==> config.mk <==
export PLATFORM = sky130hd
export DESIGN_NAME = spi_ram_ctrl
export DESIGN_NICKNAME = d
export VERILOG_FILES = /design/src/rtl/spi_ram_pkg.sv /design/src/rtl/spi_ram_mem.sv /design/src/rtl/spi_ram_ctrl.sv
export SDC_FILE = /design/constraint.sdc
export NUM_CORES = 2
export LEC_CHECK = 0
export ABC_AREA = 1
export ABC_CLOCK_PERIOD_IN_PS = 3630
export CAP_MARGIN = 15
export CORE_ASPECT_RATIO = 0.5
export CORE_UTILIZATION = 59
export DETAILED_ROUTE_END_ITERATION = 12
export GPL_ROUTABILITY_DRIVEN = 0
export PLACE_DENSITY = 0.75
export SLEW_MARGIN = 20
export SYNTH_ARGS = -nofsm -noshare
export SYNTH_HDL_FRONTEND = slang
export SYNTH_SLANG_ARGS = --single-unit
==> constraint.sdc <==
create_clock -name clk -period 3.63 [get_ports clk]
set_input_delay 0.363 -clock clk [delete_from_list [all_inputs] [get_ports clk]]
set_output_delay 0.363 -clock clk [all_outputs]
set_load 0.005 [all_outputs]
==> src/rtl/spi_ram_pkg.sv <==
`default_nettype none
// ============================================================================
// Module      : spi_ram_pkg
// Description : Opcode encoding shared by the SPI RAM slave controller.
// Revision    : 1.0 - initial parametrised dual-pointer release
// ============================================================================
package spi_ram_pkg;

  typedef logic [1:0] opcode_t;

  localparam opcode_t OP_WR_ADDR = 2'b00;
  localparam opcode_t OP_WR_DATA = 2'b01;
  localparam opcode_t OP_RD_ADDR = 2'b10;
  localparam opcode_t OP_RD_DATA = 2'b11;

endpackage
`default_nettype wire

==> src/rtl/spi_ram_mem.sv <==
`default_nettype none
// ============================================================================
// Module      : spi_ram_mem
// Description : DATA_W x MEM_DEPTH storage array (never reset) with a
//               synchronous write port and a registered read port.
// Revision    : 1.0 - initial release
// ============================================================================
module spi_ram_mem #(
  parameter int DATA_W    = 8,
  parameter int MEM_DEPTH = 256,
  parameter int ADDR_W    = $clog2(MEM_DEPTH)
) (
  input  logic              clk,
  input  logic              rst_n,
  input  logic              we,
  input  logic [ADDR_W-1:0] waddr,
  input  logic [DATA_W-1:0] wdata,
  input  logic              re,
  input  logic [ADDR_W-1:0] raddr,
  output logic [DATA_W-1:0] rdata
);

  logic [DATA_W-1:0] r_mem [MEM_DEPTH];

  // Write port; contents deliberately survive reset.
  always_ff @(posedge clk) begin
    if (we) begin
      r_mem[waddr] <= wdata;
    end
  end

  // Read register; holds its value until the next accepted read.
  always_ff @(posedge clk or negedge rst_n) begin
    if (!rst_n) begin
      rdata <= '0;
    end else if (re) begin
      rdata <= r_mem[raddr];
    end
  end

endmodule
`default_nettype wire

==> src/rtl/spi_ram_ctrl.sv <==
`default_nettype none
// ============================================================================
// Module      : spi_ram_ctrl
// Description : Command-driven RAM slave. Decodes 2-bit opcodes from SPI
//               frames, keeps independent write/read pointers with optional
//               auto-increment, returns read data with a tx_valid pulse and
//               flags rejected commands with an err pulse.
// Revision    : 1.0 - supersedes fixed 8-bit/256-entry single-pointer RAM
// ============================================================================
module spi_ram_ctrl
  import spi_ram_pkg::*;
#(
  parameter int DATA_W    = 8,
  parameter int MEM_DEPTH = 256,
  parameter int ADDR_W    = $clog2(MEM_DEPTH),
  parameter int AUTO_INC  = 0
) (
  input  logic              clk,
  input  logic              rst_n,
  input  logic [DATA_W+1:0] din,
  input  logic              rx_valid,
  output logic [DATA_W-1:0] dout,
  output logic              tx_valid,
  output logic              err
);

  // Elaboration-time parameter sanity.
  if (ADDR_W > DATA_W) begin : g_chk_addr_w
    $error("spi_ram_ctrl: ADDR_W must not exceed DATA_W");
  end
  if (MEM_DEPTH < 2 || MEM_DEPTH > (1 << DATA_W)) begin : g_chk_depth
    $error("spi_ram_ctrl: MEM_DEPTH must lie in 2 .. 2**DATA_W");
  end

  // One extra bit so MEM_DEPTH == 2**DATA_W is representable.
  localparam logic [DATA_W:0]   C_DEPTH = (DATA_W + 1)'(MEM_DEPTH);
  localparam logic [ADDR_W-1:0] C_LAST  = ADDR_W'(MEM_DEPTH - 1);

  opcode_t           w_op;
  logic [DATA_W-1:0] w_payload;
  logic              w_in_range;

  logic [ADDR_W-1:0] r_wr_ptr, r_rd_ptr, w_wr_ptr_nxt, w_rd_ptr_nxt;
  logic              r_wr_armed, r_rd_armed, w_wr_armed_nxt, w_rd_armed_nxt;
  logic              r_err, r_tx_valid, w_err_nxt, w_tx_valid_nxt;
  logic              w_mem_we, w_mem_re;

  assign w_op       = din[DATA_W+1:DATA_W];
  assign w_payload  = din[DATA_W-1:0];
  // Whole payload is compared, so stray bits above ADDR_W are rejected too.
  assign w_in_range = ({1'b0, w_payload} < C_DEPTH);

  // Post-increment with wrap at MEM_DEPTH-1 (depth need not be a power of two).
  function automatic logic [ADDR_W-1:0] ptr_inc(input logic [ADDR_W-1:0] p);
    return (p == C_LAST) ? '0 : p + 1'b1;
  endfunction

  // Command decode: next pointer/flag state, memory strobes and pulses.
  always_comb begin
    w_wr_ptr_nxt   = r_wr_ptr;
    w_rd_ptr_nxt   = r_rd_ptr;
    w_wr_armed_nxt = r_wr_armed;
    w_rd_armed_nxt = r_rd_armed;
    w_err_nxt      = 1'b0;
    w_tx_valid_nxt = 1'b0;
    w_mem_we       = 1'b0;
    w_mem_re       = 1'b0;
    if (rx_valid) begin
      case (w_op)
        OP_WR_ADDR: begin
          if (w_in_range) begin
            w_wr_ptr_nxt   = w_payload[ADDR_W-1:0];
            w_wr_armed_nxt = 1'b1;
          end else begin
            w_err_nxt = 1'b1;
          end
        end
        OP_WR_DATA: begin
          if (r_wr_armed) begin
            w_mem_we = 1'b1;
            if (AUTO_INC != 0) w_wr_ptr_nxt = ptr_inc(r_wr_ptr);
          end else begin
            w_err_nxt = 1'b1;
          end
        end
        OP_RD_ADDR: begin
          if (w_in_range) begin
            w_rd_ptr_nxt   = w_payload[ADDR_W-1:0];
            w_rd_armed_nxt = 1'b1;
          end else begin
            w_err_nxt = 1'b1;
          end
        end
        OP_RD_DATA: begin
          if (r_rd_armed) begin
            w_mem_re       = 1'b1;
            w_tx_valid_nxt = 1'b1;
            if (AUTO_INC != 0) w_rd_ptr_nxt = ptr_inc(r_rd_ptr);
          end else begin
            w_err_nxt = 1'b1;
          end
        end
        default: ;  // unknown opcode: no command
      endcase
    end
  end

  // Control state: pointers, armed flags and output pulse registers.
  always_ff @(posedge clk or negedge rst_n) begin
    if (!rst_n) begin
      r_wr_ptr   <= '0;
      r_rd_ptr   <= '0;
      r_wr_armed <= 1'b0;
      r_rd_armed <= 1'b0;
      r_err      <= 1'b0;
      r_tx_valid <= 1'b0;
    end else begin
      r_wr_ptr   <= w_wr_ptr_nxt;
      r_rd_ptr   <= w_rd_ptr_nxt;
      r_wr_armed <= w_wr_armed_nxt;
      r_rd_armed <= w_rd_armed_nxt;
      r_err      <= w_err_nxt;
      r_tx_valid <= w_tx_valid_nxt;
    end
  end

  spi_ram_mem #(
    .DATA_W    (DATA_W),
    .MEM_DEPTH (MEM_DEPTH),
    .ADDR_W    (ADDR_W)
  ) u_mem (
    .clk   (clk),
    .rst_n (rst_n),
    .we    (w_mem_we),
    .waddr (r_wr_ptr),
    .wdata (w_payload),
    .re    (w_mem_re),
    .raddr (r_rd_ptr),
    .rdata (dout)
  );

  assign tx_valid = r_tx_valid;
  assign err      = r_err;

endmodule
`default_nettype wire

# Word-level counts from Yosys, hierarchy flattened
# Memory sizes are Yosys's and may differ from the RTL's. A register that Yosys moved wholly into a read port is not among the register bits.
# Index checks and enable logic that the tools add are counted.
# word_totals
output_inout_bits,10
ff_bits,20
inputBits,13
mem_bits_rw,2048
n_memories,1
# classes
n_eq_ne,3
reduce_logical,5
mux,12
# memory_table
name,words,width,rd,rd_clocked_by_memory_dff,write_ports,line,source
u_mem.r_mem,256,8,1,1,1,spi_ram_mem.sv:23,logic [DATA_W-1:0] r_mem [MEM_DEPTH];
# op_table
op,n
2-to-1 mux 1 bit,11
"equality test 2 bit, second input constant",2
AND reduction 2 bit,2
case mux 1 bit (3 select lines),1
"equality test 2 x 1 -> 1 bit, second input constant",1
zero test 2 bit,1
OR reduction 2 bit,1
zero test 1 bit,1

# Depth between registers and ports, before layout
# logic_depth
word_depth,5
ltp_mapped,15
mapped_depth_nobuf,11

# Modules after synthesis
# A second synthesis with hierarchy kept.
# unflattened
cells_unflattened,7092
hier_area_um2,84352.2
# by_module_without_submodules
mod,seq_area_each_um2,instances,cells_each,area_per_inst_um2
spi_ram_mem,61699.2,1,7004,83525.1
spi_ram_ctrl,500.5,1,88,827.0

# Worst setup path after synthesis
# OpenSTA, ideal clock, no wires.
# synth_path
path_type,input to register
startpoint,in din[8]
endpoint,mem u_mem.r_mem[104][0] (enable)
setup_slack_ns,1.493
arrival_ns,1.766
path_stages,7
path_buffers,1
path_cell_list,inv_1 > nor3_1 > nand2_1 > nor3_1 > nand2_1 > buf_2 > nor2_1
# synth_via
elab_chain_len,5
# synth_lines
item,line,source
start: declaration,spi_ram_ctrl.sv:20,"input logic [DATA_W+1:0] din,"
equality test 2 x 1 -> 1 bit,spi_ram_ctrl.sv:69,case (w_op)
2-to-1 mux 1 bit,spi_ram_ctrl.sv:69,
2-to-1 mux 1 bit,spi_ram_ctrl.sv:68,if (rx_valid) begin
2-to-1 mux 1 bit,spi_ram_mem.sv:27,if (we) begin
2-to-1 mux 1 bit (implied by the code),spi_ram_mem.sv:28,r_mem[waddr] <= wdata;
end: declaration,spi_ram_mem.sv:23,
# Every way passes these cells.

==> run_results.csv <==
group,metric,value,unit
setup_path,crit_family,"simple AND/OR/NAND/NOR gates",
clock_tree,cts_sinks,2076,
detailed_routing,avgViaCountPerCell,6.17,
synth,synthTopCellsByArea,"edfxtp_1 (73%), nand3_1 (12%), nand2_1 (9.5%), buf_2 (1.6%), nor2_1 (1.2%)",
sta,hold_violations,0,
detailed_routing,ant_nets,0,
pwr,power_density,565,mW/mm²
detailed_routing,totalWireLength,220000,µm
setup_path,cp.buffers_inverters,2,
grt,grt_pass1_vias,52800,
clock_tree,clk_pin_slew,0.07,ns
detailed_routing,vias,56600,
floorplan,pin_count,23,
synth,yosysSeqAreaShare,74.0,%
floorplan,chipWidth,536,µm
clock_tree,cts_resized,0,
setup_path,crit_chain,"buf_12, buf_12, nand2_1, nand3_1, nand3_1, nand3_1, nand3_1, nand3_1, nand3_1, nand3_1, nand3_1, nand2_1",
floorplan,start_util,59.7,%
pwr,peakVddDrop,0.524,mV
setup_path,rrSetupSlack,0.56,ns
setup_path,crit_required,4.36,ns
pwr,power.share.clock,34.6,%
grt,grt-ovfl-total,0,
detailed_routing,wire_per_inst,24.0,µm
sta,setup_tns,0,ns
synth,synthesis.nets,7054,
setup_path,crit_arrival,3.80,ns
pwr,switching_share,27.3,%
clock_tree,clk_latency,0.80,ns
detailed_routing,drt_iter0_drc,8791,
setup_path,critPathLaunchType,"flip-flop",
synth,ys.warnings.count,0,
sta,setup_viol_count_final,0,
setup_path,cpMostUsedCell,"nand3_1",
synth,syn_area,0.0840,mm²
synth,synth_top_flop_cell,"edfxtp_1",
grt,grt_usage,30.6,%
setup_path,cp_max_fo,184,
pwr,switchingPower,0.0144,W
sta,worstMarginPinSlew,1.16,ns
status,outcome,"complete, no violations",
floorplan,die_area,0.144,mm²
synth,avgSynthCellArea,11.9,µm²
sta,min_period,3.07,ns
pwr,finalPower,0.0528,W
floorplan,rows,97,
flow_run,max_cap_viol_count,0,
setup_path,cp-end-kind,"flip-flop",
synth,synth_area_leader_cell,"edfxtp_1",
finish,drive_above_1_share,8.89,%
sta,rsz0062_at_grt,"no",
pwr,p_comb_share,15.1,%
synth,synthTopCellsByCount,"nand2_1 (2,122), edfxtp_1 (2,048), nand3_1 (2,041)",
finish,fillers,9683,
pwr,leakagePower,32.8,nW
place,dpl.hpwl,127000,µm
synth,synth_seq_cells,2076,
clock_tree,hold_buffers,1,
pwr,p_seq_share,50.3,%
sta,fin_skew,0.0234,ns
place,port_buffers,22,
sta,fmaxAchievable,326,MHz
detailed_routing,drt_first_pass_iters,6,
finish,nets,7151,
synth,synthArstFlopShare,1.35,%
setup_path,cp_slowest_cell,"buf_12",
sta,report.final.slew_viol_count,0,
setup_path,cpPeakStageDelay,0.56,ns
grt,antenna_found_initial,6,
worst_hold_path,hp-class,"in -> reg",
setup_path,crit_type,"reg -> reg",
clock_tree,cts_buffer_depth,3,
synth,synth_top_area_share,73.2,%
synth,netlist_instances,7041,
clock_tree,cts_buffers,175,
clock_tree,postCtsSetupBuffers,0,
floorplan,core,0.141,mm²
clock_tree,cts_tree,"done",
synth,yosysUniqueCellTypes,17,
grt,grt_max_degree,185,
synth,synth_edf_count,2048,
sta,slew_headroom,22.6,%
finish,syn2layout_area_growth,11.1,%
clock_tree,htree_levels,4,
detailed_routing,drc,0,
sta,fin_crit_sh,84.5,%
pwr,p_int,0.0383,W
floorplan,die_height,269,µm
clock_tree,cts-root-buf,"clkbuf_16",
synth,synth_most_common_cell,"nand2_1",
grt,grt_first_pass_wirelength,327000,µm
==> path summary, 6_finish.rpt <==
path                                               from                             to  cells after the start
worst max-delay path            r_rd_ptr[0]$_DFFE_PN0P_     u_mem.rdata[5]$_DFFE_PN0P_                     12
worst min-delay path                             din[2]  u_mem.r_mem[129][2]$_DFFE_PP_                      1
worst max register to register  r_rd_ptr[0]$_DFFE_PN0P_     u_mem.rdata[5]$_DFFE_PN0P_                     12
worst min register to register   r_wr_armed$_DFFE_PN0P_         r_wr_armed$_DFFE_PN0P_                      2
max in group asynchronous                         rst_n     u_mem.rdata[5]$_DFFE_PN0P_                      3
min in group asynchronous                         rst_n                  err$_DFF_PN0_                      2
==> cells by family (layout without fill, tap and decap cells) <==
kind of cell	Yosys count	in the layout	synth area share (%)
AND/OR/NAND/NOR	4435	4435	22.9
flip-flops	2076	2076	74.0
buffers and inverters	514	758	3.01
AO/OA/AOI/OAI	16	16	0.0953
other	0	2	0
==> metal layers <==
metal  wire length, µm  up-vias  global-route usage, %
li1                  -    25200                      -
met1             85200    27300                   43.8
met2             99200     3609                   46.3
met3             27900      463                   7.22
met4              7290       12                   11.0
met5                77        -                      0
==> metrics by stage <==
stage	worst slack (ns)	hold slack [ns]	area [µm²]	util [%]	cells
after floorplan	1.49	0.0674	84000	-	7041
after global placement	0.578	0.433	87900	62.5	8840
after detailed placement	0.616	0.448	87900	62.5	8840
after CTS	0.704	0.0351	93300	66.3	9165
after global routing	0.419	0.0427	93300	66.3	9166
final	0.561	0.0479	93300	66.4	9168
==> power by group through the flow <==
| stage | Sequential (W) | Clock, W | Combinational [W] |
|---|---|---|---|
| 3_5_place_dp | 0.0271 | 0 | 0.00775 |
| 5_1_grt | 0.0265 | 0.0192 | 0.00856 |
| 4_1_cts | 0.0265 | 0.0183 | 0.00781 |
| 6_report | 0.0266 | 0.0182 | 0.00798 |
| 3_3_place_gp | 0.0271 | 0 | 0.00763 |
| 2_1_floorplan | 0.0270 | 0 | 0.00491 |
==> flip-flops by register name (all words and copies together) (netlist names) <==
register     cells
tx_valid         1
r_rd_ptr         8
r_wr_ptr         8
r_wr_armed       1
err              1
u_mem.r_mem   2048
u_mem.rdata      8
r_rd_armed       1
==> area by class of cell <==
class / count / area, µm² / share of cell area, %
diodes: 2 / 5.00 / 0.00536
clock buffers: 228 / 4760 / 5.10
clock inverters: 96 / 662 / 0.709
inverters: 31 / 150 / 0.161
multi-input cells: 4451 / 19300 / 20.7
flip-flops and latches: 2076 / 62200 / 66.7
well taps: 1881 / 2350 / 2.52
repair buffers: 403 / 3860 / 4.13
==> cells in the final DEF, fill, tap and decap left out, drive strengths merged, types with 3 or more instances in the layout <==
| cell type | Yosys | layout |
|---|---|---|
| dfrtp | 28 | 28 |
| clkdlybuf4s50 | 0 | 13 |
| inv | 31 | 37 |
| clkinv | 0 | 79 |
| edfxtp | 2048 | 2048 |
| nor2 | 266 | 266 |
| nand3 | 2041 | 2041 |
| clkinvlp | 0 | 3 |
| nand2 | 2122 | 2122 |
| nor3 | 5 | 5 |
| o21ai | 16 | 16 |
| bufinv | 0 | 8 |
| clkbuf | 101 | 228 |
| buf | 382 | 388 |
No activity file was read; power rests on OpenSTA's default activity.
